===== config.mk =====
export PLATFORM = sky130hd
export DESIGN_NAME = uart_rx_fsm
export DESIGN_NICKNAME = d
export VERILOG_FILES = /design/src/rtl/uart_rx_pkg.sv /design/src/rtl/uart_rx_edge_bit_counter.sv /design/src/rtl/uart_rx_fsm.sv
export SDC_FILE = /design/constraint.sdc
export NUM_CORES = 1
export LEC_CHECK = 0
export ABC_CLOCK_PERIOD_IN_PS = 2750
export CAP_MARGIN = 10
export CORE_ASPECT_RATIO = 0.9
export CORE_UTILIZATION = 50
export CTS_BUF_LIST = sky130_fd_sc_hd__clkbuf_4 sky130_fd_sc_hd__clkbuf_8
export DETAILED_ROUTE_END_ITERATION = 6
export MAX_ROUTING_LAYER = met4
export PLACE_DENSITY = 0.83
export SYNTH_ARGS = -nofsm -noshare
export SYNTH_HDL_FRONTEND = slang
export SYNTH_SLANG_ARGS = --single-unit

===== constraint.sdc =====
create_clock -name CLK -period 2.75 [get_ports CLK]
set_input_delay 0.55 -clock CLK [delete_from_list [all_inputs] [get_ports CLK]]
set_output_delay 0.55 -clock CLK [all_outputs]
set_load 0.02 [all_outputs]

===== src/rtl/uart_rx_pkg.sv =====
// Shared types and constants for the UART receiver frame sequencer.
package uart_rx_pkg;

    typedef enum logic [2:0] {
        IDLE,
        START,
        DATA,
        PARITY,
        STOP
    } rx_state_e;

    localparam logic [5:0] PRESCALE_8  = 6'd8;
    localparam logic [5:0] PRESCALE_16 = 6'd16;
    localparam logic [5:0] PRESCALE_32 = 6'd32;

    localparam int DEF_DATA_WIDTH = 8;

    function automatic logic [5:0] legal_prescale(input logic [5:0] p);
        case (p)
            PRESCALE_8, PRESCALE_16, PRESCALE_32: return p;
            default:                              return PRESCALE_8;
        endcase
    endfunction

endpackage


===== src/rtl/uart_rx_edge_bit_counter.sv =====
// Oversampling edge counter and data-bit counter for the UART receiver.
module uart_rx_edge_bit_counter
    import uart_rx_pkg::*;
#(
    parameter int DATA_WIDTH = DEF_DATA_WIDTH
) (
    input  logic                        CLK,
    input  logic                        RST,
    input  logic                        clear,
    input  logic                        bit_en,
    input  logic [5:0]                  prescale,
    output logic [5:0]                  edge_count,
    output logic [$clog2(DATA_WIDTH):0] bit_count,
    output logic                        wrap
);

    localparam int BW = $clog2(DATA_WIDTH) + 1;

    assign wrap = (edge_count == prescale - 6'd1);

    always_ff @(posedge CLK) begin
        if (RST || clear) begin
            edge_count <= '0;
            bit_count  <= '0;
        end else begin
            edge_count <= wrap ? 6'd0 : edge_count + 6'd1;
            // the bit index rolls back to 0 after the last data bit
            if (bit_en && wrap) begin
                if (bit_count == BW'(DATA_WIDTH - 1))
                    bit_count <= '0;
                else
                    bit_count <= bit_count + BW'(1);
            end
        end
    end

endmodule


===== src/rtl/uart_rx_fsm.sv =====
// UART receiver frame sequencer: start detection, checker/deserializer
// enables and registered frame-result pulses.
module uart_rx_fsm
    import uart_rx_pkg::*;
#(
    parameter int DATA_WIDTH = DEF_DATA_WIDTH
) (
    input  logic                        CLK,
    input  logic                        RST,
    input  logic                        RxIn,
    input  logic [5:0]                  Prescale,
    input  logic                        ParityEnable,
    input  logic                        StartError,
    input  logic                        ParityError,
    input  logic                        StopError,
    output logic                        SampleEnable,
    output logic                        StartCheckEnable,
    output logic                        ParityCheckEnable,
    output logic                        StopCheckEnable,
    output logic                        DeserEnable,
    output logic [5:0]                  EdgeCount,
    output logic [$clog2(DATA_WIDTH):0] BitCount,
    output logic                        DataValid,
    output logic                        FrameError,
    output logic                        ParityFail
);

    localparam int BW = $clog2(DATA_WIDTH) + 1;

    rx_state_e  state;
    rx_state_e  state_nx;
    logic [5:0] prescale_q;
    logic       parity_en_q;
    logic       fail_q;

    logic [5:0] half;
    logic       at_pre;
    logic       at_chk;
    logic       last_bit;
    logic       wrap;
    logic       cnt_clear;
    logic       bit_en;

    logic sample_d;
    logic start_d;
    logic par_d;
    logic stop_d;
    logic deser_d;
    logic valid_d;
    logic ferr_d;
    logic pfail_d;

    // enables are registered, so they are decided one edge before H
    assign half     = (prescale_q >> 1) + 6'd1;
    assign at_pre   = (EdgeCount == half - 6'd1);
    assign at_chk   = (EdgeCount == half + 6'd1);
    assign last_bit = (BitCount == BW'(DATA_WIDTH - 1));

    assign cnt_clear = (state == IDLE) || (state_nx == IDLE);
    assign bit_en    = (state == DATA);

    uart_rx_edge_bit_counter #(
        .DATA_WIDTH (DATA_WIDTH)
    ) u_cnt (
        .CLK        (CLK),
        .RST        (RST),
        .clear      (cnt_clear),
        .bit_en     (bit_en),
        .prescale   (prescale_q),
        .edge_count (EdgeCount),
        .bit_count  (BitCount),
        .wrap       (wrap)
    );

    always_ff @(posedge CLK) begin
        if (RST)
            state <= IDLE;
        else
            state <= state_nx;
    end

    always_comb begin
        state_nx = state;
        sample_d = 1'b0;
        start_d  = 1'b0;
        par_d    = 1'b0;
        stop_d   = 1'b0;
        deser_d  = 1'b0;
        valid_d  = 1'b0;
        ferr_d   = 1'b0;
        pfail_d  = 1'b0;
        unique case (state)
            IDLE: begin
                if (!RxIn)
                    state_nx = START;
            end
            START: begin
                start_d = at_pre;
                if (at_chk && StartError)
                    state_nx = IDLE;
                else if (wrap)
                    state_nx = DATA;
            end
            DATA: begin
                deser_d = at_pre;
                if (wrap && last_bit)
                    state_nx = parity_en_q ? PARITY : STOP;
            end
            PARITY: begin
                par_d = at_pre;
                if (wrap)
                    state_nx = STOP;
            end
            STOP: begin
                stop_d = at_pre;
                // leave early so a back-to-back start is never missed
                if (at_chk) begin
                    state_nx = IDLE;
                    valid_d  = !StopError && !fail_q;
                    ferr_d   = StopError;
                    pfail_d  = fail_q && !StopError;
                end
            end
            default: state_nx = IDLE;
        endcase
        sample_d = (state_nx != IDLE);
    end

    always_ff @(posedge CLK) begin
        if (RST) begin
            SampleEnable      <= 1'b0;
            StartCheckEnable  <= 1'b0;
            ParityCheckEnable <= 1'b0;
            StopCheckEnable   <= 1'b0;
            DeserEnable       <= 1'b0;
            DataValid         <= 1'b0;
            FrameError        <= 1'b0;
            ParityFail        <= 1'b0;
            prescale_q        <= PRESCALE_8;
            parity_en_q       <= 1'b0;
            fail_q            <= 1'b0;
        end else begin
            SampleEnable      <= sample_d;
            StartCheckEnable  <= start_d;
            ParityCheckEnable <= par_d;
            StopCheckEnable   <= stop_d;
            DeserEnable       <= deser_d;
            DataValid         <= valid_d;
            FrameError        <= ferr_d;
            ParityFail        <= pfail_d;
            if (state == IDLE && !RxIn) begin
                prescale_q  <= legal_prescale(Prescale);
                parity_en_q <= ParityEnable;
            end
            if (state == IDLE)
                fail_q <= 1'b0;
            else if (state == PARITY && at_chk && ParityError)
                fail_q <= 1'b1;
            else if (state == STOP && at_chk)
                fail_q <= 1'b0;
        end
    end

endmodule

== Yosys cells after proc, flatten, opt, wreduce, memory -nomap -nowiden ==
Cells that the tools add are included.
Cells by class
  add/subtract/negate cells: 6
  multipliers: 0
  divide/modulo/power cells: 0
  magnitude comparators: 0
  equal/unequal tests: 11
  shift-type cells: 0
  multiplexer cells: 12
  bitwise gates (word level): 5
  reductions and logical operators: 26
Operators by type and width (count)
  two-way mux 3 bit: 7
  equality test 6 bit: 3
  case mux 3 bit (5 select lines): 1
  adder 6 x 1 -> 6 bit, second input constant: 2
  OR reduction 2 bit: 6
  subtractor 6 x 1 -> 6 bit, second input constant: 2
  logical AND 1 bit: 9
  adder 5 x 1 -> 6 bit, second input constant: 1
  equality test 3 x 2 -> 1 bit, second input constant: 2
  equality test 6 x 4 -> 1 bit, second input constant: 1
  equality test 6 x 5 -> 1 bit, second input constant: 1
  equality test 6 bit, second input constant: 1
  logical NOT 3 bit: 2
  two-way mux 6 bit: 1
  OR reduction 3 bit: 2
  inverter 1 bit: 5
  adder 4 x 1 -> 4 bit, second input constant: 1
  equality test 4 x 3 -> 1 bit, second input constant: 1
  two-way mux 4 bit: 1
  equality test 3 x 1 -> 1 bit, second input constant: 1
  equality test 3 bit, second input constant: 1
  logical NOT 1 bit: 3
  nonzero test 3 bit: 1
  logical OR 1 bit: 2
  other kinds (2): 3
Storage, ports and cells
  register bits: 29
  bits in latches: 0
  RAM bits: 0
  bits in read-only memories: 0
  bits of input ports: 13
  output and inout port bits: 18
  memories: 0

== Longest topological paths before layout ==
Gate-level depths: netlist of the first run.
  word-level depth: 10
  mapped depth: 9
  depth with buffers taken out: 8

== Hierarchy ==
A second synthesis of the first run with hierarchy kept.
Unflattened totals
  cell total of the unflattened synthesis: 215
  area, all modules: 1845.5 µm²
By module, submodules not included
  uart_rx_fsm: instances 1, cells an instance 143, area each 1227.4 µm²
  uart_rx_edge_bit_counter: instances 1, cells an instance 72, area each 618.1 µm²

== Worst setup path before layout of the first run ==
Ideal clock, no wire load.
  kind: reg-to-reg
  start: reg prescale_q[1]
  end: reg u_cnt.bit_count[0]
  arrival time: 2673 ps
  required time: 2655 ps
  path slack: -19 ps
  stages on the path, launching flop included: 10
  path buffers: 1
  cells stage by stage: dfxtp_1 clkbuf_1 inv_1 ha_1 nor4bb_1 nor3_1 xor2_1 mux2i_1 o21ai_1 a221oi_1
Between the ends
  cells in the longest elaborated chain, start to end: 9
  elaborated cells between the ends (all ways): 17
Ends and longest elaborated chain
  start: declaration: RTL line uart_rx_fsm.sv:32  | logic [5:0] prescale_q;
  start signal: assignment: RTL line uart_rx_fsm.sv:152  | prescale_q <= legal_prescale(Prescale);
  adder 5 x 1 -> 6 bit: RTL line uart_rx_fsm.sv:54  | assign half = (prescale_q >> 1) + 6'd1;
  adder 6 x 1 -> 6 bit: RTL line uart_rx_fsm.sv:56  | assign at_chk = (EdgeCount == half + 6'd1);
  equality test 6 bit: RTL line uart_rx_fsm.sv:56
  logical AND 1 bit: RTL line uart_rx_fsm.sv:99  | if (at_chk && StartError)
  two-way mux 3 bit: RTL line uart_rx_fsm.sv:99
  case mux 3 bit (5 select lines): RTL line uart_rx_fsm.sv:92  | unique case (state)
  logical NOT 3 bit: RTL line uart_rx_fsm.sv:59  | assign cnt_clear = (state == IDLE) || (state_nx == IDLE);
  logical OR 1 bit: RTL line uart_rx_fsm.sv:59
  logical OR 1 bit: RTL line uart_rx_edge_bit_counter.sv:22  | if (RST || clear) begin
  end signal: assignment: RTL line uart_rx_edge_bit_counter.sv:32  | bit_count <= bit_count + BW'(1);
  end: declaration: RTL line uart_rx_edge_bit_counter.sv:13  | output logic [$clog2(DATA_WIDTH):0] bit_count,
Parallel ways exist; a longest one is shown, timed or not.
A chain may end at the register's enable or synchronous reset.

== Worst setup path after layout of the first run ==
Ends and elaborated chain as after synthesis.

==> flow_summary.yaml, run 1 <==
timing:
  min_period_ns: 2.57
  finalSetupViolations: 0
  final-hold-violation-count: 0
  tightest_slew_ns: 0.695
  fin_crit_sh_pct: 93.3
  fmax_mhz: 390
  rsz0062_at_grt: "no"
  relSlewSlack_pct: 53.6
  hold_slack_ns: 0.468
  drv_slew: 0
  fin_setup_tns_ns: 0
  fin_skew_ns: 0.00428
  layout_setup_ws_ns: 0.185
logic_synthesis:
  synth_cells: 222
  async_reset_ff_share_pct: 0
  synth.most_common_cell: "dfxtp_1"
  synth_common_cells: "29 x dfxtp_1, 20 x nor2_1, 18 x nand2_1, 16 x a21oi_1, 14 x xnor2_1"
  synth_edf_count: 0
  ys_ff_latch: 29
  synth_cell_types: 60
  synth.top_cell.area_share_pct: 31.0
  synth_top_area_cell: "dfxtp_1"
  ys.flop_type: "dfxtp_1"
  ys_top_cells_by_area: "dfxtp_1 31%, xnor2_1 6.5%, a21oi_1 4.3%, xor2_1 4.2%, ha_1 4.0%"
  synth.yosys.seq_area_share_pct: 31.0
  ys_warn_count: 0
  syn_avg_cell_area_sq_um: 8.44
  syn_nets: 241
  syn-cell-area_sq_mm: 0.00187
floorplan:
  rows: 20
  die_y_um: 60.1
  start_util_pct: 53.8
  top_level_ports: 31
  fp.dieArea_sq_mm: 0.00400
  coreArea_sq_mm: 0.00348
  fp.dieW_um: 66.5
place:
  gp_congestion: 0.904
  placed_area_sq_mm: 0.00225
  post-place-cells: 293
  hpwlAfterDp_um: 3150
  dpl_worst_slack_ns: 0.192
  numPortBuffers: 30
worst_setup_path:
  cp-start-kind: "register"
  path_max_fanout: 13
  ff2ff_setup_slack_ns: 0.18
  arrival_ns: 2.76
  crit_type: "reg2reg"
  ff2ff_path_depth: 9
  crit_path_end_kind: "register"
  timing.rr.end: "u_cnt.bit_count[0]$_SDFFE_PP0P_"
  reg2reg_from: "prescale_q[1]$_SDFFE_PP0P_"
  required_ns: 2.94
layout:
  syn_to_final_growth_pct: 25.1
  fin_nets: 275
  drive_gt1_share_pct: 10.9
  final_cells: 300
  final_area_sq_mm: 0.00234
  n_antenna_cell: 0
power:
  clockPowerShare_pct: 40.6
  p_leak_nw: 0.834
  internal_power_uw: 681
  switching_share_pct: 24.2
  p_comb_share_pct: 10.5
  power_density_mw_per_mm2: 384
  switchingPower_uw: 218
  ir_drop_mv: 0.303
  seqPwrFrac_pct: 48.9
global_routing:
  grt_pass1_vias: 1527
  grt_first_pass_wirelength_um: 7160
  grt_start_max_net_pins: 18
  antenna_found_initial: 0
  grt.overflow.total: 0
  grtUsageTotal_pct: 25.4
clock_tree:
  cts_tree: "built"
  htreeDepth: 2
  cts.sinks: 29
  cts_root_buf: "clkbuf_8"
  path_clk_slew_ns: 0.06
  cts_buffer_depth: 2
  clk_latency_ns: 0.28
  cts_buffers: 5
detailed_routing:
  final_antenna_net_count: 0
  first_pass_iters: 4
  routedWlPerCell_um: 14.5
  wl_um: 4340
  dr_total_vias: 1749
  drc: 0
  initialDrtViolationCount: 129
  viasPerCell: 5.83
worst_hold_path:
  hold_depth: 2
  hp-class: "reg2reg"
  whs_endpoint: "parity_en_q$_SDFFE_PP0P_"
  worstHoldStart: "parity_en_q$_SDFFE_PP0P_"
status:
  status: "completed"
job:
  drv_cap: 0
metrics by stage:
stage / power (mW) / util [%]
4_1_cts: 0.902 / 67.2
2_1_floorplan: 0.496 / -
3_3_place_gp: 0.540 / 64.6
6_report: 0.898 / 67.3
3_5_place_dp: 0.541 / 64.6
5_1_grt: 0.933 / 67.3
routing by layer:
layer	track usage, %	share of wire, %	up-vias
met1	32.4	47	799
met2	38.0	45	62
met4	11.6	2.9	0
met3	5.92	5.1	14
li1	-	-	874
met5	-	0	-
what timing repair did:
action	in CTS	in global routing
gates resized for setup	0	1
hold buffers	0	0
setup buffers	0	0
endpoints found under the setup margin	0	5
hold endpoints to repair	0	0
sequential cells by signal, indices dropped and copies added (netlist names), 3 cells and up:
signal / cells
prescale_q: 6
u_cnt.bit_count: 4
u_cnt.edge_count: 6
state: 3
worst max-delay path: stages, from the launching register on:
cell      delay [ns]
dfxtp_1         0.33
buf_4           0.19
ha_1            0.35
nor4bb_2        0.32
nor3_1          0.10
xor2_1          0.20
mux2i_2         0.37
o21ai_1         0.13
buf_4           0.20
a221oi_1        0.28
power by group through the flow:
| stage | clock network [mW] | registers [mW] | logic (mW) |
|---|---|---|---|
| 2_1_floorplan | 0 | 0.447 | 0.0493 |
| 3_3_place_gp | 0 | 0.448 | 0.0921 |
| 3_5_place_dp | 0 | 0.448 | 0.0929 |
| 4_1_cts | 0.369 | 0.439 | 0.0934 |
| 5_1_grt | 0.391 | 0.440 | 0.102 |
| 6_report | 0.365 | 0.440 | 0.0941 |
logic make-up (layout without fill, tap and decap cells):
family,after synthesis,count (layout),share of synthesized area (%)
fa+ha+maj,6,6,4.01
compound gates,52,52,20.4
xor+xnor,23,23,10.8
flops,29,29,31.0
mux,4,4,2.14
simple gates,86,86,26.7
buf+inv,22,56,5.08
area by class of cell:
| type | instances | area [sq um] |
|---|---|---|
| Timing Repair Buffer | 40 | 375 |
| Multi-Input combinational cell | 171 | 1210 |
| Inverter | 9 | 33.8 |
| Tap cell | 44 | 55.1 |
| Fill cell | 296 | 1140 |
| Clock buffer | 7 | 90.1 |
| Sequential cell | 29 | 581 |
placed cells by master, fill, tap and decap left out, drive strengths merged, types with 3 or more instances in the layout:
| cell type | n |
|---|---|
| nand4 | 3 |
| nor4b | 5 |
| a31oi | 3 |
| clkdlybuf4s50 | 30 |
| o311ai | 3 |
| a211oi | 3 |
| o21a | 3 |
| buf | 10 |
| o21ai | 7 |
| nor2 | 20 |
| o211ai | 3 |
| nor3 | 6 |
| nand2b | 3 |
| nand3 | 7 |
| dfxtp | 29 |
| mux2i | 4 |
| nand2 | 18 |
| or3 | 3 |
| xnor2 | 14 |
| a21oi | 16 |
| inv | 9 |
| or4 | 3 |
| clkbuf | 7 |
| ha | 6 |
| xor2 | 9 |
worst max-delay path by stage:
stage	cells after the start	start	to
2_1_floorplan	9	prescale_q[1]$_SDFFE_PP0P_	u_cnt.bit_count[0]$_SDFFE_PP0P_
3_3_place_gp	9	prescale_q[1]$_SDFFE_PP0P_	u_cnt.bit_count[0]$_SDFFE_PP0P_
3_5_place_dp	9	prescale_q[1]$_SDFFE_PP0P_	u_cnt.bit_count[0]$_SDFFE_PP0P_
4_1_cts	9	prescale_q[1]$_SDFFE_PP0P_	u_cnt.bit_count[0]$_SDFFE_PP0P_
5_1_grt	9	prescale_q[1]$_SDFFE_PP0P_	u_cnt.bit_count[0]$_SDFFE_PP0P_
6_report	9	prescale_q[1]$_SDFFE_PP0P_	u_cnt.bit_count[0]$_SDFFE_PP0P_
Note: power is estimated with default switching activity, not from simulation.
==> run 2, diff against run 1 <==
--- a/config.mk
+++ b/config.mk
@@ -6,7 +6,7 @@
 export NUM_CORES = 1
 export LEC_CHECK = 0
 export ABC_CLOCK_PERIOD_IN_PS = 2750
-export CAP_MARGIN = 10
+export CAP_MARGIN = 25
 export CORE_ASPECT_RATIO = 0.9
 export CORE_UTILIZATION = 50
 export CTS_BUF_LIST = sky130_fd_sc_hd__clkbuf_4 sky130_fd_sc_hd__clkbuf_8
==> results of run 2 <==
Final layout, timing and power as in run 1 (identical DEF).
